$ cat config.mk
export PLATFORM = sky130hd
export DESIGN_NAME = mem_port_arbiter
export DESIGN_NICKNAME = d
export VERILOG_FILES = /design/src/rtl/mem_port_arbiter.sv
export SDC_FILE = /design/constraint.sdc
export NUM_CORES = 1
export LEC_CHECK = 0
export CAP_MARGIN = 5
export CORE_UTILIZATION = 37
export DETAILED_ROUTE_END_ITERATION = 7
export PLACE_DENSITY = 0.88
export SYNTH_ARGS = -nofsm -noshare
export SYNTH_HDL_FRONTEND = slang
export SYNTH_SLANG_ARGS = --single-unit
$ cat constraint.sdc
create_clock -name clk -period 2.6 [get_ports clk]
set_clock_uncertainty 0.1 [all_clocks]
set_input_delay 0.52 -clock clk [delete_from_list [all_inputs] [get_ports clk]]
set_output_delay 0.52 -clock clk [all_outputs]
set_load 0.05 [all_outputs]
$ cat src/rtl/mem_port_arbiter.sv
// rtl/mem_port_arbiter.sv - shares the mp1 memory port between instruction fetch and data access
//
// Ports:
//   clk, rst                 clock (rising edge), asynchronous active-low reset
//   i_read, i_address        instruction read request, held until i_resp
//   i_rdata, i_resp          instruction read data and one-cycle completion pulse
//   d_read, d_write          data read / write request, held until d_resp
//   d_byte_enable, d_address, d_wdata   data write mask, address, write data
//   d_rdata, d_resp          data read data and one-cycle completion pulse
//   mem_read, mem_write, mem_byte_enable, mem_address, mem_wdata   registered memory request
//   mem_rdata, mem_resp      memory read data and completion pulse
//   err_timeout, err_proto   sticky error flags, cleared only by reset
module mem_port_arbiter #(
  parameter int ADDR_WIDTH     = 32,
  parameter int DATA_WIDTH     = 32,
  parameter int TIMEOUT_CYCLES = 1024
) (
  input  logic                    clk,
  input  logic                    rst,
  input  logic                    i_read,
  input  logic [ADDR_WIDTH-1:0]   i_address,
  output logic [DATA_WIDTH-1:0]   i_rdata,
  output logic                    i_resp,
  input  logic                    d_read,
  input  logic                    d_write,
  input  logic [DATA_WIDTH/8-1:0] d_byte_enable,
  input  logic [ADDR_WIDTH-1:0]   d_address,
  input  logic [DATA_WIDTH-1:0]   d_wdata,
  output logic [DATA_WIDTH-1:0]   d_rdata,
  output logic                    d_resp,
  output logic                    mem_read,
  output logic                    mem_write,
  output logic [DATA_WIDTH/8-1:0] mem_byte_enable,
  output logic [ADDR_WIDTH-1:0]   mem_address,
  output logic [DATA_WIDTH-1:0]   mem_wdata,
  input  logic [DATA_WIDTH-1:0]   mem_rdata,
  input  logic                    mem_resp,
  output logic                    err_timeout,
  output logic                    err_proto
);

  // Counter wide enough to reach TIMEOUT_CYCLES-1 and still saturate cleanly.
  localparam int CNT_WIDTH = $clog2(TIMEOUT_CYCLES + 2);
  localparam logic [CNT_WIDTH-1:0] CNT_LAST =
    (TIMEOUT_CYCLES == 0) ? '0 : CNT_WIDTH'(TIMEOUT_CYCLES - 1);

  localparam logic [1:0] IDLE   = 2'd0;
  localparam logic [1:0] SERV_I = 2'd1;
  localparam logic [1:0] SERV_D = 2'd2;

  localparam logic GRANT_I = 1'b0;
  localparam logic GRANT_D = 1'b1;

  logic [1:0]           state;
  logic                 last_grant;
  logic [CNT_WIDTH-1:0] wdog_cnt;

  logic i_req;
  logic d_req;
  logic grant_i;
  logic grant_d;
  logic serving;
  logic timeout_hit;

  assign i_req = i_read;
  assign d_req = d_read | d_write;

  // Under contention the requester that did not win last time gets the port.
  assign grant_i = (state == IDLE) && i_req && (!d_req || (last_grant == GRANT_D));
  assign grant_d = (state == IDLE) && d_req && (!i_req || (last_grant == GRANT_I));

  assign serving     = (state == SERV_I) || (state == SERV_D);
  assign timeout_hit = (TIMEOUT_CYCLES != 0) && serving && !mem_resp && (wdog_cnt == CNT_LAST);

  // Read data is broadcast; only the owner sees a completion pulse.
  assign i_rdata = mem_rdata;
  assign d_rdata = mem_rdata;
  assign i_resp  = (state == SERV_I) && mem_resp;
  assign d_resp  = (state == SERV_D) && mem_resp;

  always_ff @(posedge clk or negedge rst) begin
    if (!rst) begin
      state           <= IDLE;
      last_grant      <= GRANT_D;
      wdog_cnt        <= '0;
      mem_read        <= 1'b0;
      mem_write       <= 1'b0;
      mem_byte_enable <= '0;
      mem_address     <= '0;
      mem_wdata       <= '0;
      err_timeout     <= 1'b0;
      err_proto       <= 1'b0;
    end else begin
      case (state)
        IDLE: begin
          if (grant_i) begin
            state           <= SERV_I;
            last_grant      <= GRANT_I;
            wdog_cnt        <= '0;
            mem_read        <= 1'b1;
            mem_write       <= 1'b0;
            mem_byte_enable <= '1;
            mem_address     <= i_address;
          end else if (grant_d) begin
            state           <= SERV_D;
            last_grant      <= GRANT_D;
            wdog_cnt        <= '0;
            // A simultaneous read+write goes out as a write only.
            mem_read        <= d_read & ~d_write;
            mem_write       <= d_write;
            mem_byte_enable <= d_byte_enable;
            mem_address     <= d_address;
            mem_wdata       <= d_wdata;
            if (d_read && d_write) begin
              err_proto <= 1'b1;
            end
          end
        end
        SERV_I, SERV_D: begin
          if (mem_resp || timeout_hit) begin
            state     <= IDLE;
            mem_read  <= 1'b0;
            mem_write <= 1'b0;
            if (timeout_hit) begin
              err_timeout <= 1'b1;
            end
          end else if (wdog_cnt != '1) begin
            wdog_cnt <= wdog_cnt + 1'b1;
          end
        end
        default: begin
          state     <= IDLE;
          mem_read  <= 1'b0;
          mem_write <= 1'b0;
        end
      endcase
    end
  end

endmodule

==> impl_metrics.csv, run 1 <==
group,metric,value,unit
floorplanning,initial_core_util,38.6,%
synth,yosysWarnings,0,
worst_setup_path,cp_cell_sequence,"clkdlybuf4s50_1",
synth,muxShareOfSynthArea,9.91,%
floorplanning,num_rows,38,
cells_and_area,fin_nets,648,
floorplanning,io_pins,276,
sta,finalSetupTns,0,ps
floorplanning,die_w,109,µm
routing,vias,3450,
sta,post-route-min-period,2180,ps
worst_setup_path,slowest_delay,870,ps
worst_setup_path,crit_buf_inv,1,
sta,min_period_over_period,84.0,%
cts,cts_buffers,9,
sta,whs,61.5,ps
synth,synth_adder_area_share,1.18,%
sta,rsz0062_at_grt,"false",
floorplanning,die_h,109,µm
global_routing,grtUsageTotal,21.8,%
synth,synth_area_leaders,"dfrtp_1 (50%), buf_4 (12%), mux2_2 (8.7%)",
cells_and_area,fin_util,54.6,%
worst_setup_path,rr_worst_depth,6,
synth,synth_simple_gate_area_share,8.73,%
cells_and_area,n_fill_cell,928,
cts,clkLatencyLatePin,330,ps
sta,slew_headroom,61.0,%
synth,async_flop_share,100,%
routing,vias_per_cell,5.30,
floorplanning,core,11000,µm²
cts,post_cts_buffers,0,
synth,netlist_instances,392,
cts,cts_max_level,3,
worst_setup_path,r2r_end,"wdog_cnt[0]$_DFFE_PN0P_",
routing,wl_per_cell,19.6,µm
worst_setup_path,cp.depth,1,
routing,drc,0,
routing,drtAntennaViolNets,0,
synth,synth_nets,534,
cells_and_area,area_growth,41.5,%
global_routing,grt_max_degree,57,
cells_and_area,multi_input_area,1490,µm²
global_routing,grt_overflow,0,
synth,synthesis.area,4260,µm²
synth,syn_avg_cell_area,10.9,µm²
worst_setup_path,setup.worst_path.class,"reg2out",
worst_setup_path,critPathLaunchType,"flip-flop",
status,status,"finished, final reports clean",
cts,cts_tree,"done",
sta,fmax,458,MHz
floorplanning,dieArea,11900,µm²
synth,synth_top_family_by_area,"compound AO/OA/AOI/OAI gates",
synth,ys.flop_type,"dfrtp_1",
synth,yosysMostFrequentCell,"dfrtp_1",
worst_setup_path,r2r-start,"state[0]$_DFFE_PN0P_",
synth,ys_types,48,
worst_setup_path,end_kind,"output pin",
cells_and_area,diodes,0,
hold_path,hp-class,"in2async",
synth,ys_ff_latch,86,
pwr,leakagePower,2.45,nW
worst_setup_path,worst_ep_arrival_time,1560,ps
place,gp_congestion,0.854,
synth,synth_xor_area_share,0,%
synth,synth_top_area_share,50.0,%
synth,synth_common_cells,"dfrtp_1 (85), buf_4 (66), nor2_1 (37)",
synth,synth_compound_area_share,14.9,%
sta,setup_viol,0,
routing,drt_wl_total,12800,µm
sta,worst_slew_pin_slew,583,ps
global_routing,first_global_vias,3674,
place,io_buffers,179,
pwr,power-per-cell-area,1460,nW/µm²
cts,cts_sinks,86,
sta,hold_violations,0,
routing,drt_iter0_markers,137,
routing,first_pass_iters,4,
run,max-cap-violations,0,
worst_setup_path,endpoint,"mem_address[18]",
place,dp_hpwl,9990,µm
worst_setup_path,path_delay_family,"buffers and inverters",
synth,yosysTopAreaCell,"dfrtp_1",
sta,slew_viol_final,0,
worst_setup_path,startpoint,"mem_address[18]$_DFFE_PN0P_",
worst_setup_path,cp_max_fo,2,
worst_setup_path,critPathRequiredTime,1980,ps
cts,cts.path.max_buffers,2,
cts,ctsHoldBuffers,0,
cts,path_clk_slew,70,ps
global_routing,antenna_found_initial,0,
synth,seq_area_frac_synth,50.6,%
worst_setup_path,crit_slowest_cell,"clkdlybuf4s50_1",
cts,post_cts_resized,0,
worst_setup_path,r2r_slack,440,ps
global_routing,grt_first_pass_wirelength,19200,µm
cells_and_area,regArea,2150,µm²
pwr,ir_worst_vdd,910,µV
cells_and_area,drive_gt1_share,14.9,%
cts,ctsRootBufferMaster,"clkbuf_16",
synth,synth-edff-count,0,
## where the power goes
group / internal (mW) / switching, mW / leakage [nW] / total, mW
logic: 1.90 / 3.36 / 1.32 / 5.26
clock network: 0.659 / 0.555 / 0.133 / 1.21
registers: 1.94 / 0.355 / 1.00 / 2.30
total: 4.50 / 4.27 / 2.45 / 8.77
## placed cells by master, fill, tap and decap left out, types with 9 or more instances in the layout
cell type and count:
clkbuf_16 9, nor2_1 37, a21oi_1 36, mux2_2 33, buf_4 9, o22ai_1 33
nand2_1 13, dfrtp_1 85, clkdlybuf4s50_1 176
## metrics by stage
stage | area (µm²) | cells | worst slack [ps] | power (mW)
after floorplan | 4260 | 392 | 768 | 5.96
final | 6020 | 651 | 417 | 8.77
after detailed placement | 5740 | 635 | 187 | 7.59
after global placement | 5740 | 635 | 250 | 7.43
after global routing | 6020 | 651 | 336 | 9.18
after CTS | 6020 | 651 | 392 | 8.85
## registers in the layout (all words and copies together), names as in the netlist
name             flops
state                2
mem_byte_enable      4
last_grant           1
mem_read             1
mem_wdata           32
wdog_cnt            11
mem_write            1
err_timeout          1
err_proto            1
mem_address         32
## logic make-up after synthesis
group,Yosys count
buffers and inverters,90
AO/OA/AOI/OAI,99
adder cells (fa/ha/maj),4
flip-flops,86
multiplexers,37
AND/OR/NAND/NOR,76
## routing by layer
metal	vias to the layer above	track usage, %	share of wire (%)
li1	1557	-	-
met4	0	8.10	1.6
met1	1668	23.1	35
met3	21	7.35	10
met5	-	0	0
met2	204	39.8	53
## layout make-up
cell class | instances | area share, %
clock buffer | 9 | 3.74
sequential | 86 | 35.8
tap | 140 | 2.91
timing repair buffer | 189 | 31.7
clock inverter | 7 | 0.914
inverter | 4 | 0.249
multi-input combinational | 216 | 24.7
## how the worst min path moves through the flow
| stage | startpoint | endpoint | slack, ps | cells after the start |
|---|---|---|---|---|
| detailed placement | err_timeout$_DFFE_PN0P_ | err_timeout$_DFFE_PN0P_ | 350 | 1 |
| global route | rst | mem_wdata[5]$_DFFE_PN0P_ | 100 | 1 |
| finish | rst | mem_wdata[5]$_DFFE_PN0P_ | 60 | 1 |
| floorplan | rst | err_proto$_DFFE_PN0P_ | 120 | 0 |
| CTS | rst | mem_wdata[2]$_DFFE_PN0P_ | 70 | 1 |
| global placement | err_timeout$_DFFE_PN0P_ | err_timeout$_DFFE_PN0P_ | 350 | 1 |
(Power assumes the default switching activity.)
==> inputs of run 2 (changes only) <==
==> constraint.sdc (replaced) <==
create_clock -name clk -period 2.2 [get_ports clk]
set_clock_uncertainty 0.1 [all_clocks]
set_input_delay 0.44 -clock clk [delete_from_list [all_inputs] [get_ports clk]]
set_output_delay 0.44 -clock clk [all_outputs]
set_load 0.05 [all_outputs]
==> run 2 against run 1 <==
  * Worst hold slack better by 320 ps
  * Die area unchanged
  * Clock power up 46%
  * Via count up 0.52%
  * Non-clock buffer count up 9
  * Routed wire length up 0.12%
  * Register-to-register slack worse by 230 ps
  * Critical endpoint is now mem_address[24]
  * Highest routed layer unchanged
==> impl_metrics.csv, run 2 (synthesis results as in run 1) <==
group,metric,value,unit
status,status,"finished, final reports clean",
worst_setup_path,r2r_slack,210,ps
sta,worst_slew_pin_slew,583,ps
cells_and_area,n_fill_cell,874,
place,dpl-instance-area,5810,µm²
global_routing,first_global_vias,3785,
floorplanning,num_rows,38,
cts,cts_buffers,9,
sta,rsz0062_at_grt,"false",
cts,ctsRootBufferMaster,"clkbuf_16",
routing,vias_per_cell,5.25,
pwr,ir_worst_vdd,1330,µV
sta,setup_viol,0,
worst_setup_path,cp_max_fo,2,
routing,first_pass_iters,4,
floorplanning,dieArea,11900,µm²
cells_and_area,area_growth,45.0,%
routing,drt_iter0_markers,110,
sta,min_period_over_period,95.5,%
cells_and_area,reg_top3,"mem_address (32), mem_wdata (32), wdog_cnt (11)",
sta,hold_violations,0,
hold_path,hp-class,"reg2reg",
place,dp_hpwl,9870,µm
global_routing,grt_first_pass_wirelength,19800,µm
pwr,power,10.8,mW
place,gp_congestion,0.836,
routing,drt_wl_total,12800,µm
global_routing,grtUsageTotal,22.1,%
cts,cts.path.max_buffers,2,
cts,clkLatencyLatePin,340,ps
worst_setup_path,setup.worst_path.class,"reg2out",
floorplanning,initial_core_util,38.6,%
run,max-cap-violations,0,
routing,drc,0,
sta,slew_viol_final,0,
worst_setup_path,r2r_end,"wdog_cnt[7]$_DFFE_PN0P_",
cts,cts_tree,"done",
cts,ctsHoldBuffers,1,
place,io_buffers,179,
worst_setup_path,path_delay_family,"buffers and inverters",
cells_and_area,drive_gt1_share,16.2,%
worst_setup_path,crit_buf_inv,1,
pwr,leakagePower,2.53,nW
routing,drtAntennaViolNets,0,
floorplanning,die_h,109,µm
worst_setup_path,critPathLaunchType,"flip-flop",
cts,post_cts_resized,0,
hold_path,hold_depth,1,
sta,finalSetupTns,0,ps
cells_and_area,final_common_cell,"clkdlybuf4s50_1",
place,dp_cells,643,
cells_and_area,finalInstanceArea,6170,µm²
floorplanning,core,11000,µm²
worst_setup_path,worst_ep_arrival_time,1560,ps
cells_and_area,diodes,0,
sta,post-route-min-period,2100,ps
cells_and_area,fin_nets,657,
worst_setup_path,critPathRequiredTime,1660,ps
sta,final.setup.worst_slack,99.6,ps
cells_and_area,final_cell_mix,"clkdlybuf4s50_1 (175), dfrtp_1 (85), nor2_1 (37)",
global_routing,grt_max_degree,57,
routing,wl_per_cell,19.4,µm
worst_setup_path,r2r-start,"state[0]$_DFFE_PN0P_",
routing,vias,3468,
global_routing,grt_overflow,0,
hold_path,whs_endpoint,"err_timeout$_DFFE_PN0P_",
cts,cts_sinks,86,
cts,cts_max_level,3,
worst_setup_path,crit_slowest_cell,"clkdlybuf4s50_1",
sta,fmax,476,MHz
worst_setup_path,cp_cell_sequence,"clkdlybuf4s50_1",
worst_setup_path,end_kind,"output pin",
cells_and_area,final_cells,660,
sta,slew_headroom,61.0,%
pwr,power-per-cell-area,1750,nW/µm²
floorplanning,io_pins,276,
cts,path_clk_slew,60,ps
worst_setup_path,slowest_delay,870,ps
hold_path,hold_start,"err_timeout$_DFFE_PN0P_",
cts,post_cts_buffers,0,
place,pre_cts_ws,-23.2,ps
floorplanning,die_w,109,µm
worst_setup_path,rr_worst_depth,6,
global_routing,antenna_found_initial,0,
run 2: cell types whose count changed in the layout (fill, tap and decap cells not counted), sizes merged:
cell	before	now
dlygate4sd3	0	1
buf	13	22
clkinvlp	2	1
clkbuf	9	11
clkdlybuf4s50	176	175
bufinv	0	3
inv	8	4
run 2: where the power goes:
group          internal (mW)  leakage, nW  switching, mW
clock                   1.14        0.166          0.625
combinational           2.32         1.37           3.95
sequential              2.30         1.00          0.442
run 2: area by class of cell:
class	instances	area [µm²]	area share, %
flip-flops and latches	86	2150	34.9
repair buffers	198	1990	32.2
clock buffers	11	243	3.93
clock inverters	5	106	1.72
well taps	140	175	2.84
inverters	4	15.0	0.243
multi-input cells	216	1490	24.1
run 2: per-layer routing:
layer,GRT usage (%),wire (µm)
met2,40.7,6820
met1,24.3,4580
met4,7.33,167
met5,0,0
met3,6.04,1230
run 2: worst max path at each step:
stage                                start                 endpoint  slack (ps)  depth (start not counted)
2_1_floorplan         state[0]$_DFFE_PN0P_     mem_read$_DFFE_PN0P_         370                          5
3_3_place_gp                        i_read     mem_read$_DFFE_PN0P_          20                          4
3_5_place_dp                       d_write  wdog_cnt[7]$_DFFE_PN0P_         -20                          5
4_1_cts        mem_address[24]$_DFFE_PN0P_          mem_address[24]          90                          1
5_1_grt        mem_address[24]$_DFFE_PN0P_          mem_address[24]          60                          1
6_report       mem_address[24]$_DFFE_PN0P_          mem_address[24]         100                          1
run 2: worst reg2reg max path: stages (launching register included):
cell	delay, ps
dfrtp_1	390
inv_1	120
ha_2	220
or4b_4	550
buf_4	180
a41oi_1	230
a311oi_1	80
run 2: through the flow:
stage | util, % | hold slack, ps
after CTS | 55.9 | 385
after global placement | 52.7 | 297
after global routing | 55.9 | 400
after detailed placement | 52.7 | 309
after floorplan | - | 44.4
final | 55.9 | 378
